File: config.mk
export PLATFORM = sky130hd
export DESIGN_NAME = morse_keyer
export DESIGN_NICKNAME = d
export VERILOG_FILES = /design/src/rtl/morse_keyer.sv
export SDC_FILE = /design/constraint.sdc
export NUM_CORES = 1
export LEC_CHECK = 0
export BUFFER_PORTS_ARGS = -buffer_cell sky130_fd_sc_hd__buf_4
export CORE_UTILIZATION = 56
export CTS_BUF_LIST = sky130_fd_sc_hd__clkbuf_2
export CTS_CLUSTER_DIAMETER = 60
export DETAILED_ROUTE_END_ITERATION = 10
export PLACE_DENSITY = 0.78
export SETUP_SLACK_MARGIN = 0.4
export SLEW_MARGIN = 20
export SYNTH_ARGS = -nofsm -noshare
export SYNTH_HDL_FRONTEND = slang
export SYNTH_SLANG_ARGS = --single-unit
File: constraint.sdc
create_clock -name clk -period 2.13 [get_ports clk]
set_input_delay 0.1065 -clock clk [delete_from_list [all_inputs] [get_ports clk]]
set_output_delay 0.1065 -clock clk [all_outputs]
set_load 0.05 [all_outputs]
File: src/rtl/morse_keyer.sv
// -----------------------------------------------------------------------------
// morse_keyer
//   Transmit side of the Morse path. Takes one encoded letter through a
//   valid/ready handshake and plays it out as a timed on/off key waveform.
//   Dot = 1 unit on, dash = 3 units on, gap between elements = 1 unit off,
//   gap after the letter = 3 units off (7 units when the word gap is in use).
//   All timing comes from one unit counter that is cleared on every state
//   entry, so each period is an exact multiple of UNIT_CYCLES.
//
// Parameters
//   UNIT_CYCLES  clk cycles per Morse time unit (>= 2)
//   MAX_LEN      max elements per letter (width of sym_bits_i, <= 7)
//
// Ports
//   clk          system clock, rising edge
//   rst_n        asynchronous active-low reset
//   sym_valid_i  letter presented on sym_bits_i / sym_len_i
//   sym_ready_o  keyer can accept a letter (idle only)
//   sym_bits_i   element pattern, bit 0 sent first; 1 = dash, 0 = dot
//   sym_len_i    element count 0..MAX_LEN (larger values saturate)
//   word_end_i   letter ends a word (only with MORSE_WORD_GAP_EN)
//   key_out_o    registered key output, 1 = tone / LED on
//   busy_o       letter in progress (inverse of sym_ready_o)
//
// Build option
//   MORSE_WORD_GAP_EN  adds word_end_i; a letter latched with word_end_i = 1
//                      is followed by a 7-unit word space instead of 3 units.
// -----------------------------------------------------------------------------
module morse_keyer #(
    parameter int unsigned UNIT_CYCLES = 50_000_000 / 20,
    parameter int unsigned MAX_LEN     = 5
) (
    input  logic               clk,
    input  logic               rst_n,
    input  logic               sym_valid_i,
    output logic               sym_ready_o,
    input  logic [MAX_LEN-1:0] sym_bits_i,
    input  logic [2:0]         sym_len_i,
`ifdef MORSE_WORD_GAP_EN
    input  logic               word_end_i,
`endif
    output logic               key_out_o,
    output logic               busy_o
);

    localparam int unsigned     CntW    = $clog2(UNIT_CYCLES);
    localparam logic [CntW-1:0] CntLast = CntW'(UNIT_CYCLES - 1);
    localparam logic [2:0]      LenMax  = 3'(MAX_LEN);

    typedef enum logic [1:0] {
        StIdle = 2'd0,
        StMark = 2'd1,
        StEgap = 2'd2,
        StLgap = 2'd3
    } state_e;

    state_e               state_q, state_d;
    logic [CntW-1:0]      cnt_q, cnt_d;       // cycles within the current unit
    logic [2:0]           units_q, units_d;   // whole units elapsed in this state
    logic [MAX_LEN-1:0]   bits_q, bits_d;     // remaining elements, current in bit 0
    logic [2:0]           rem_q, rem_d;       // elements left, including current
    logic                 word_q, word_d;
    logic                 key_q, key_d;

    logic                 transfer;
    logic                 unit_tick;
    logic [2:0]           units_last;
    logic                 period_done;
    logic [2:0]           len_sat;
    logic                 word_in;

    // -------------------------------------------------------------------------
    // Handshake and input conditioning
    // -------------------------------------------------------------------------
    assign sym_ready_o = (state_q == StIdle);
    assign busy_o      = ~sym_ready_o;
    assign key_out_o   = key_q;
    assign transfer    = sym_valid_i & sym_ready_o;
    assign len_sat     = (sym_len_i > LenMax) ? LenMax : sym_len_i;

`ifdef MORSE_WORD_GAP_EN
    assign word_in = word_end_i;
`else
    assign word_in = 1'b0;
`endif

    // -------------------------------------------------------------------------
    // Period length of the current state, expressed as last unit index
    // -------------------------------------------------------------------------
    always_comb begin
        units_last = 3'd0;
        unique case (state_q)
            StMark:  units_last = bits_q[0] ? 3'd2 : 3'd0;
            StEgap:  units_last = 3'd0;
            StLgap:  units_last = word_q ? 3'd6 : 3'd2;
            default: units_last = 3'd0;
        endcase
    end

    assign unit_tick   = (cnt_q == CntLast);
    assign period_done = unit_tick && (units_q == units_last);

    // -------------------------------------------------------------------------
    // Next-state logic
    // -------------------------------------------------------------------------
    always_comb begin
        state_d = state_q;
        bits_d  = bits_q;
        rem_d   = rem_q;
        word_d  = word_q;

        unique case (state_q)
            StIdle: begin
                if (transfer) begin
                    bits_d  = sym_bits_i;
                    rem_d   = len_sat;
                    word_d  = word_in;
                    state_d = (len_sat != 3'd0) ? StMark : StLgap;
                end
            end
            StMark: begin
                if (period_done) begin
                    bits_d  = bits_q >> 1;
                    rem_d   = rem_q - 3'd1;
                    state_d = (rem_q > 3'd1) ? StEgap : StLgap;
                end
            end
            StEgap: begin
                if (period_done) begin
                    state_d = StMark;
                end
            end
            StLgap: begin
                if (period_done) begin
                    state_d = StIdle;
                end
            end
            default: state_d = StIdle;
        endcase
    end

    // Every transition changes state, so a state change marks a fresh period.
    always_comb begin
        cnt_d   = cnt_q;
        units_d = units_q;
        if ((state_d != state_q) || (state_q == StIdle)) begin
            cnt_d   = '0;
            units_d = 3'd0;
        end else if (unit_tick) begin
            cnt_d   = '0;
            units_d = units_q + 3'd1;
        end else begin
            cnt_d   = cnt_q + CntW'(1);
        end
    end

    // Registered key: follows the state being entered so it lines up with it.
    assign key_d = (state_d == StMark);

    // -------------------------------------------------------------------------
    // State registers
    // -------------------------------------------------------------------------
    always_ff @(posedge clk or negedge rst_n) begin
        if (!rst_n) begin
            state_q <= StIdle;
            cnt_q   <= '0;
            units_q <= 3'd0;
            bits_q  <= '0;
            rem_q   <= 3'd0;
            word_q  <= 1'b0;
            key_q   <= 1'b0;
        end else begin
            state_q <= state_d;
            cnt_q   <= cnt_d;
            units_q <= units_d;
            bits_q  <= bits_d;
            rem_q   <= rem_d;
            word_q  <= word_d;
            key_q   <= key_d;
        end
    end

endmodule
==> impl_metrics.json, run 1 <==
{
  "drt_first_pass_iters": 4,
  "route.vias.total": 1792,
  "ys_seq_elements": 36,
  "drc_errors": 0,
  "status": "finished, final reports clean",
  "cts_buffers": 5,
  "ys_top_cells_by_area": "dfrtp_1 45%, xor2_1 7.0%, nor2_1 6.0%",
  "clock-sinks": 36,
  "clk_latency_ps": 400,
  "overflow": 0,
  "fin_nets": 264,
  "layout-drive-gt1-share_pct": 36.8,
  "rsz0062_at_grt": "true",
  "vias_per_cell": 6.05,
  "wirelength_mm": 5.16,
  "synth_top_area_share_pct": 45.0,
  "setup_viol": 0,
  "min_period_ps": 2050,
  "ys_types": 46,
  "die_h_um": 61.8,
  "port_buffers": 13,
  "period_share_pct": 96.2,
  "grt_pass1_vias": 1695,
  "hold_viol_final": 0,
  "wire_per_inst_um": 17.4,
  "gp_congestion": 0.825,
  "p_leak_nw": 1.19,
  "antenna_found_initial": 0,
  "design_area_sq_um": 2590,
  "hold_path.class": "in2reg",
  "async_reset_ff_share_pct": 100,
  "nFillCells": 195,
  "core-area_sq_um": 3390,
  "num_rows": 21,
  "finalNonFillerCells": 296,
  "cp_slowest_stage_delay_ps": 440,
  "die_w_um": 61.8,
  "avgSynthCellArea_sq_um": 9.81,
  "yosys_warnings": 0,
  "syn_inst": 204,
  "dp_hpwl_mm": 2.86,
  "track_usage_pct": 28.6,
  "synth_ff_type": "dfrtp_1",
  "place_inst": 265,
  "clk_pin_slew_ps": 200,
  "num_antenna_cells": 0,
  "synth_area_sq_um": 2000,
  "cts_tree": "yes",
  "grt_max_degree": 37,
  "start_kind": "flop",
  "peakVddDrop_v": 0.000294,
  "fmax_mhz": 488,
  "finClkSkew_ps": 25.8,
  "ios": 14,
  "cp_max_fo": 5,
  "grt_first_pass_wirelength_mm": 7.65,
  "cp.depth": 5,
  "drt-initial-drc-count": 162,
  "yosysSeqAreaShare_pct": 45.0,
  "syn_nets": 219,
  "htree_num_levels": 2,
  "min_delay_path_depth": 4,
  "utilization_pct": 76.6,
  "crit_required_ps": 2450,
  "synth_edf_count": 0,
  "crit_path_top_delay_cell": "dfrtp_1",
  "crit_buf_inv": 0,
  "power_density_nw_per_um2": 408,
  "finalMaxSlewViolations": 0,
  "r2r_cells": 5,
  "clockRootBuffer": "clkbuf_2",
  "slew_headroom_pct": 68.9,
  "yosys.area.top_type": "dfrtp_1",
  "dieArea_sq_um": 3820,
  "maxCapViolCount": 0,
  "path_cells": "or3_4, a2111oi_4, nand2_2, a21oi_4, mux2_1",
  "start_util_pct": 59.0,
  "cp.arrival_ps": 2370,
  "cts_buffer_depth": 2,
  "path_class": "reg2reg",
  "area_delta_synth_final_pct": 29.7,
  "synth.most_common_cell": "dfrtp_1",
  "yosys-top-cells-count": "36 x dfrtp_1, 32 x nor2_1, 16 x xor2_1, 14 x nand2_1, 14 x nand3_1",
  "critPathTopFamily": "compound AO/OA/AOI/OAI gates",
  "tightest_slew_ps": 466,
  "place_area_sq_um": 2200,
  "critPathCaptureType": "flop",
  "postRouteAntennaNets": 0
}
kinds of logic (layout without fill, tap and decap cells):
group	Yosys count	in the layout	share of synthesized area, %
muxes	12	12	6.63
adders and majority gates	4	4	2.50
DFF	36	36	45.0
AOI/OAI and AO/OA	22	22	8.13
and+or+nand+nor	96	99	25.8
xor gates and xnor gates	20	20	8.76
buffers and inverters	14	57	3.19
flip-flops by register name (all words and copies together) (netlist names):
register and flops:
bits_q 5, state_q 2, rem_q 3, key_out_o 1, cnt_q 22, units_q 3
per-stage QoR:
step | power [W] | hold WS (ps) | setup WS [ps] | TNS [ps]
after floorplan | 0.000710 | -189 | 212 | 0
after CTS | 0.00107 | 16.9 | 81.3 | 0
after global routing | 0.00110 | 19.6 | -3.52 | -3.52
final | 0.00106 | 13.6 | 80.3 | 0
after global placement | 0.000740 | 87.6 | 129 | 0
after detailed placement | 0.000742 | 88.7 | 68.9 | 0
report_power, final:
| part | switching [W] | internal, W | total [W] |
|---|---|---|---|
| sequential | 0.00000269 | 0.000688 | 0.000691 |
| clock | 0.000243 | 0.0000792 | 0.000322 |
| combinational | 0.0000230 | 0.0000230 | 0.0000461 |
| total | 0.000269 | 0.000790 | 0.00106 |
final timing paths:
kind	startpoint	to	slack, ps
worst max-delay path	state_q[1]	bits_q[0]	80
worst min-delay path	sym_bits_i[4]	bits_q[4]	10
worst max register to register	state_q[1]	bits_q[0]	80
worst min register to register	cnt_q[0]	cnt_q[0]	510
max in group asynchronous	rst_n	units_q[0]	1620
min in group asynchronous	rst_n	state_q[1]	170
cell type report:
type                            instances  area (sq um)  share of cell area, %
Timing Repair Buffer                   41           340                   13.1
Multi-Input combinational cell        157          1210                   46.8
Clock buffer                            5          25.0                  0.964
Sequential cell                        36           901                   34.7
Clock inverter                          3          18.8                  0.723
Tap cell                               46          57.6                   2.22
Inverter                                8          38.8                   1.49
tightest hold or removal path: stages:
cell     delay [ps]
buf_4            80
a22o_1          100
a22oi_1          60
nand2_1          60
metal layers:
| metal | GRT usage, % | up-vias | share of wire [%] |
|---|---|---|---|
| li1 | - | 815 | - |
| met1 | 32.2 | 885 | 38 |
| met2 | 48.5 | 65 | 52 |
| met3 | 8.70 | 27 | 5.3 |
| met4 | 15.6 | 0 | 4.8 |
| met5 | 0 | - | 0 |
cell usage in the layout, fill, tap and decap left out, types with 4 or more instances in the layout:
cell and n:
nand2_1 11, nand3_1 11, mux2_2 5, buf_6 4
ha_1 4, dfrtp_1 36, buf_4 34, and3_1 6
nor2_1 22, nand4_1 5, o21ai_0 4, xnor2_1 4
clkbuf_2 5, xor2_1 16, nor2_2 9, mux2_4 4
inv_1 6
timing repair:
item / CTS / global route
gates resized for setup: 21 / 20
cloned: 3 / 0
setup buffers: 12 / 6
hold buffers: 2 / 0
pin swaps: 14 / 6
hold endpoints to repair: 37 / 0
endpoints found under the setup margin: 35 / 36
Power figures use the tool's default switching activity.
==> run 2: changes to the inputs <==
--- a/config.mk
+++ b/config.mk
@@ -6,11 +6,11 @@
 export NUM_CORES = 1
 export LEC_CHECK = 0
 export BUFFER_PORTS_ARGS = -buffer_cell sky130_fd_sc_hd__buf_4
-export CORE_UTILIZATION = 56
+export CORE_UTILIZATION = 50
 export CTS_BUF_LIST = sky130_fd_sc_hd__clkbuf_2
 export CTS_CLUSTER_DIAMETER = 60
 export DETAILED_ROUTE_END_ITERATION = 10
-export PLACE_DENSITY = 0.78
+export PLACE_DENSITY = 0.71
 export SETUP_SLACK_MARGIN = 0.4
 export SLEW_MARGIN = 20
 export SYNTH_ARGS = -nofsm -noshare
==> impl_metrics.json, run 2 (synthesis results as in run 1) <==
{
  "clk_pin_slew_ps": 210,
  "route.vias.total": 1793,
  "final_common_cell": "buf_4",
  "dp_hpwl_mm": 3.16,
  "grt_pass1_vias": 1788,
  "finClkSkew_ps": 27.3,
  "rsz0062_at_grt": "true",
  "maxCapViolCount": 0,
  "finalNonFillerCells": 306,
  "core-area_sq_um": 3740,
  "r2r_cells": 5,
  "design_area_sq_um": 2670,
  "min_period_ps": 2020,
  "r2r-start": "units_q[0]",
  "cts_buffers": 5,
  "place_inst": 268,
  "power_density_nw_per_um2": 405,
  "p_sw_w": 0.000284,
  "crit_path_top_delay_cell": "dfrtp_1",
  "layout-drive-gt1-share_pct": 41.9,
  "die_w_um": 65.3,
  "path_cells": "or3b_4, a2111oi_4, nand2_2, a21oi_4, mux2_4",
  "port_buffers": 13,
  "die_h_um": 65.3,
  "slew_headroom_pct": 68.6,
  "status": "finished, final reports clean",
  "top_register": "cnt_q",
  "cp.arrival_ps": 2360,
  "final_cell_mix": "40 x buf_4, 34 x dfrtp_1, 18 x nor2_1",
  "largest_reg_flops": 22,
  "crit_buf_inv": 0,
  "rr_endpoint": "bits_q[2]",
  "drc_errors": 0,
  "place_area_sq_um": 2210,
  "grt_first_pass_wirelength_mm": 8.59,
  "clk_latency_ps": 430,
  "drt_first_pass_iters": 4,
  "reg2reg_slack_ps": 110,
  "overflow": 0,
  "hp-start": "sym_len_i[1]",
  "reg_top3": "cnt_q x22, bits_q x5",
  "hold_path.class": "in2reg",
  "min_delay_path_depth": 4,
  "setup_tns_ps": 0,
  "fmax_mhz": 495,
  "num_rows": 22,
  "cp_slowest_stage_delay_ps": 430,
  "num_antenna_cells": 0,
  "wire_per_inst_um": 18.1,
  "tightest_slew_ps": 469,
  "whs_endpoint": "state_q[1]",
  "p_comb_share_pct": 4.8,
  "switching_share_pct": 26.3,
  "vias_per_cell": 5.86,
  "hold_viol_final": 0,
  "p_leak_nw": 1.20,
  "critPathTopFamily": "compound AO/OA/AOI/OAI gates",
  "setup_viol": 0,
  "critPathCaptureType": "flop",
  "seq_power_share_pct": 63.9,
  "peakVddDrop_v": 0.000429,
  "crit_required_ps": 2470,
  "grt_max_degree": 37,
  "cts_tree": "yes",
  "fin_nets": 272,
  "clock-sinks": 36,
  "period_share_pct": 94.9,
  "ios": 14,
  "track_usage_pct": 27.5,
  "gp_congestion": 0.895,
  "start_kind": "flop",
  "clockRootBuffer": "clkbuf_2",
  "path_class": "reg2reg",
  "cts_buffer_depth": 2,
  "clkPwrFrac_pct": 31.3,
  "p_int_w": 0.000796,
  "postRouteAntennaNets": 0,
  "antenna_found_initial": 0,
  "finalMaxSlewViolations": 0,
  "start_util_pct": 53.4,
  "wirelength_mm": 5.55,
  "dieArea_sq_um": 4260,
  "area_delta_synth_final_pct": 33.5,
  "htree_num_levels": 2,
  "cp_max_fo": 5,
  "drt-initial-drc-count": 135
}
-- run 2: worst register-to-register path, stage by stage (launching register included) --
cell	delay [ps]
dfrtp_1	430
or3b_4	420
a2111oi_4	330
nand2_2	130
a21oi_4	280
mux2_4	340
-- run 2: power groups by stage --
stage	Clock, W	Combinational (W)	Sequential, W
floorplan	0	0.00000836	0.000702
global placement	0	0.0000397	0.000702
finish	0.000338	0.0000514	0.000690
detailed placement	0	0.0000415	0.000702
CTS	0.000344	0.0000507	0.000690
global route	0.000365	0.0000559	0.000691
-- run 2: what timing repair did --
item                                    4_1_cts  5_1_grt
gates cloned                                  3        0
endpoints found under the hold margin        38        0
gates resized for setup                      32       20
buffers inserted                             12       11
endpoints found under the setup margin       36       36
hold buffers                                  4        0
pin swaps                                    14        9
-- run 2: per-stage QoR --
step	util (%)	total power (W)	hold slack (ps)	setup slack [ps]
floorplan	-	0.000710	-189	212
global route	71.3	0.00111	24.7	64.9
detailed placement	59.0	0.000744	88.4	22.6
global placement	59.0	0.000741	85.0	120
finish	71.3	0.00108	30.6	109
CTS	67.6	0.00109	12.1	89.7
-- run 2: final cells by class --
cell class	instances	area, sq um
sequential	36	903
fill	273	1070
tap	48	60.1
clock inverter	3	23.8
clock buffer	5	25.0
inverter	8	38.8
multi-input combinational	157	1220
timing repair buffer	49	400
-- run 2: worst max path at each step --
stage                           from   endpoint  cells past startpoint
after floorplan             cnt_q[6]  bits_q[0]                      5
after global placement      cnt_q[6]  bits_q[1]                      5
after detailed placement    cnt_q[6]  bits_q[2]                      5
after CTS                   cnt_q[6]  bits_q[2]                      5
after global routing       cnt_q[12]   rem_q[1]                      5
final                     units_q[0]  bits_q[2]                      5
-- run 2: per-layer routing --
metal | vias up | part of all wire (%) | global-route usage (%)
li1 | 833 | - | -
met2 | 51 | 52 | 47.7
met4 | 0 | 2.9 | 12.5
met1 | 891 | 41 | 32.3
met5 | - | 0 | 0
met3 | 18 | 4.1 | 5.90
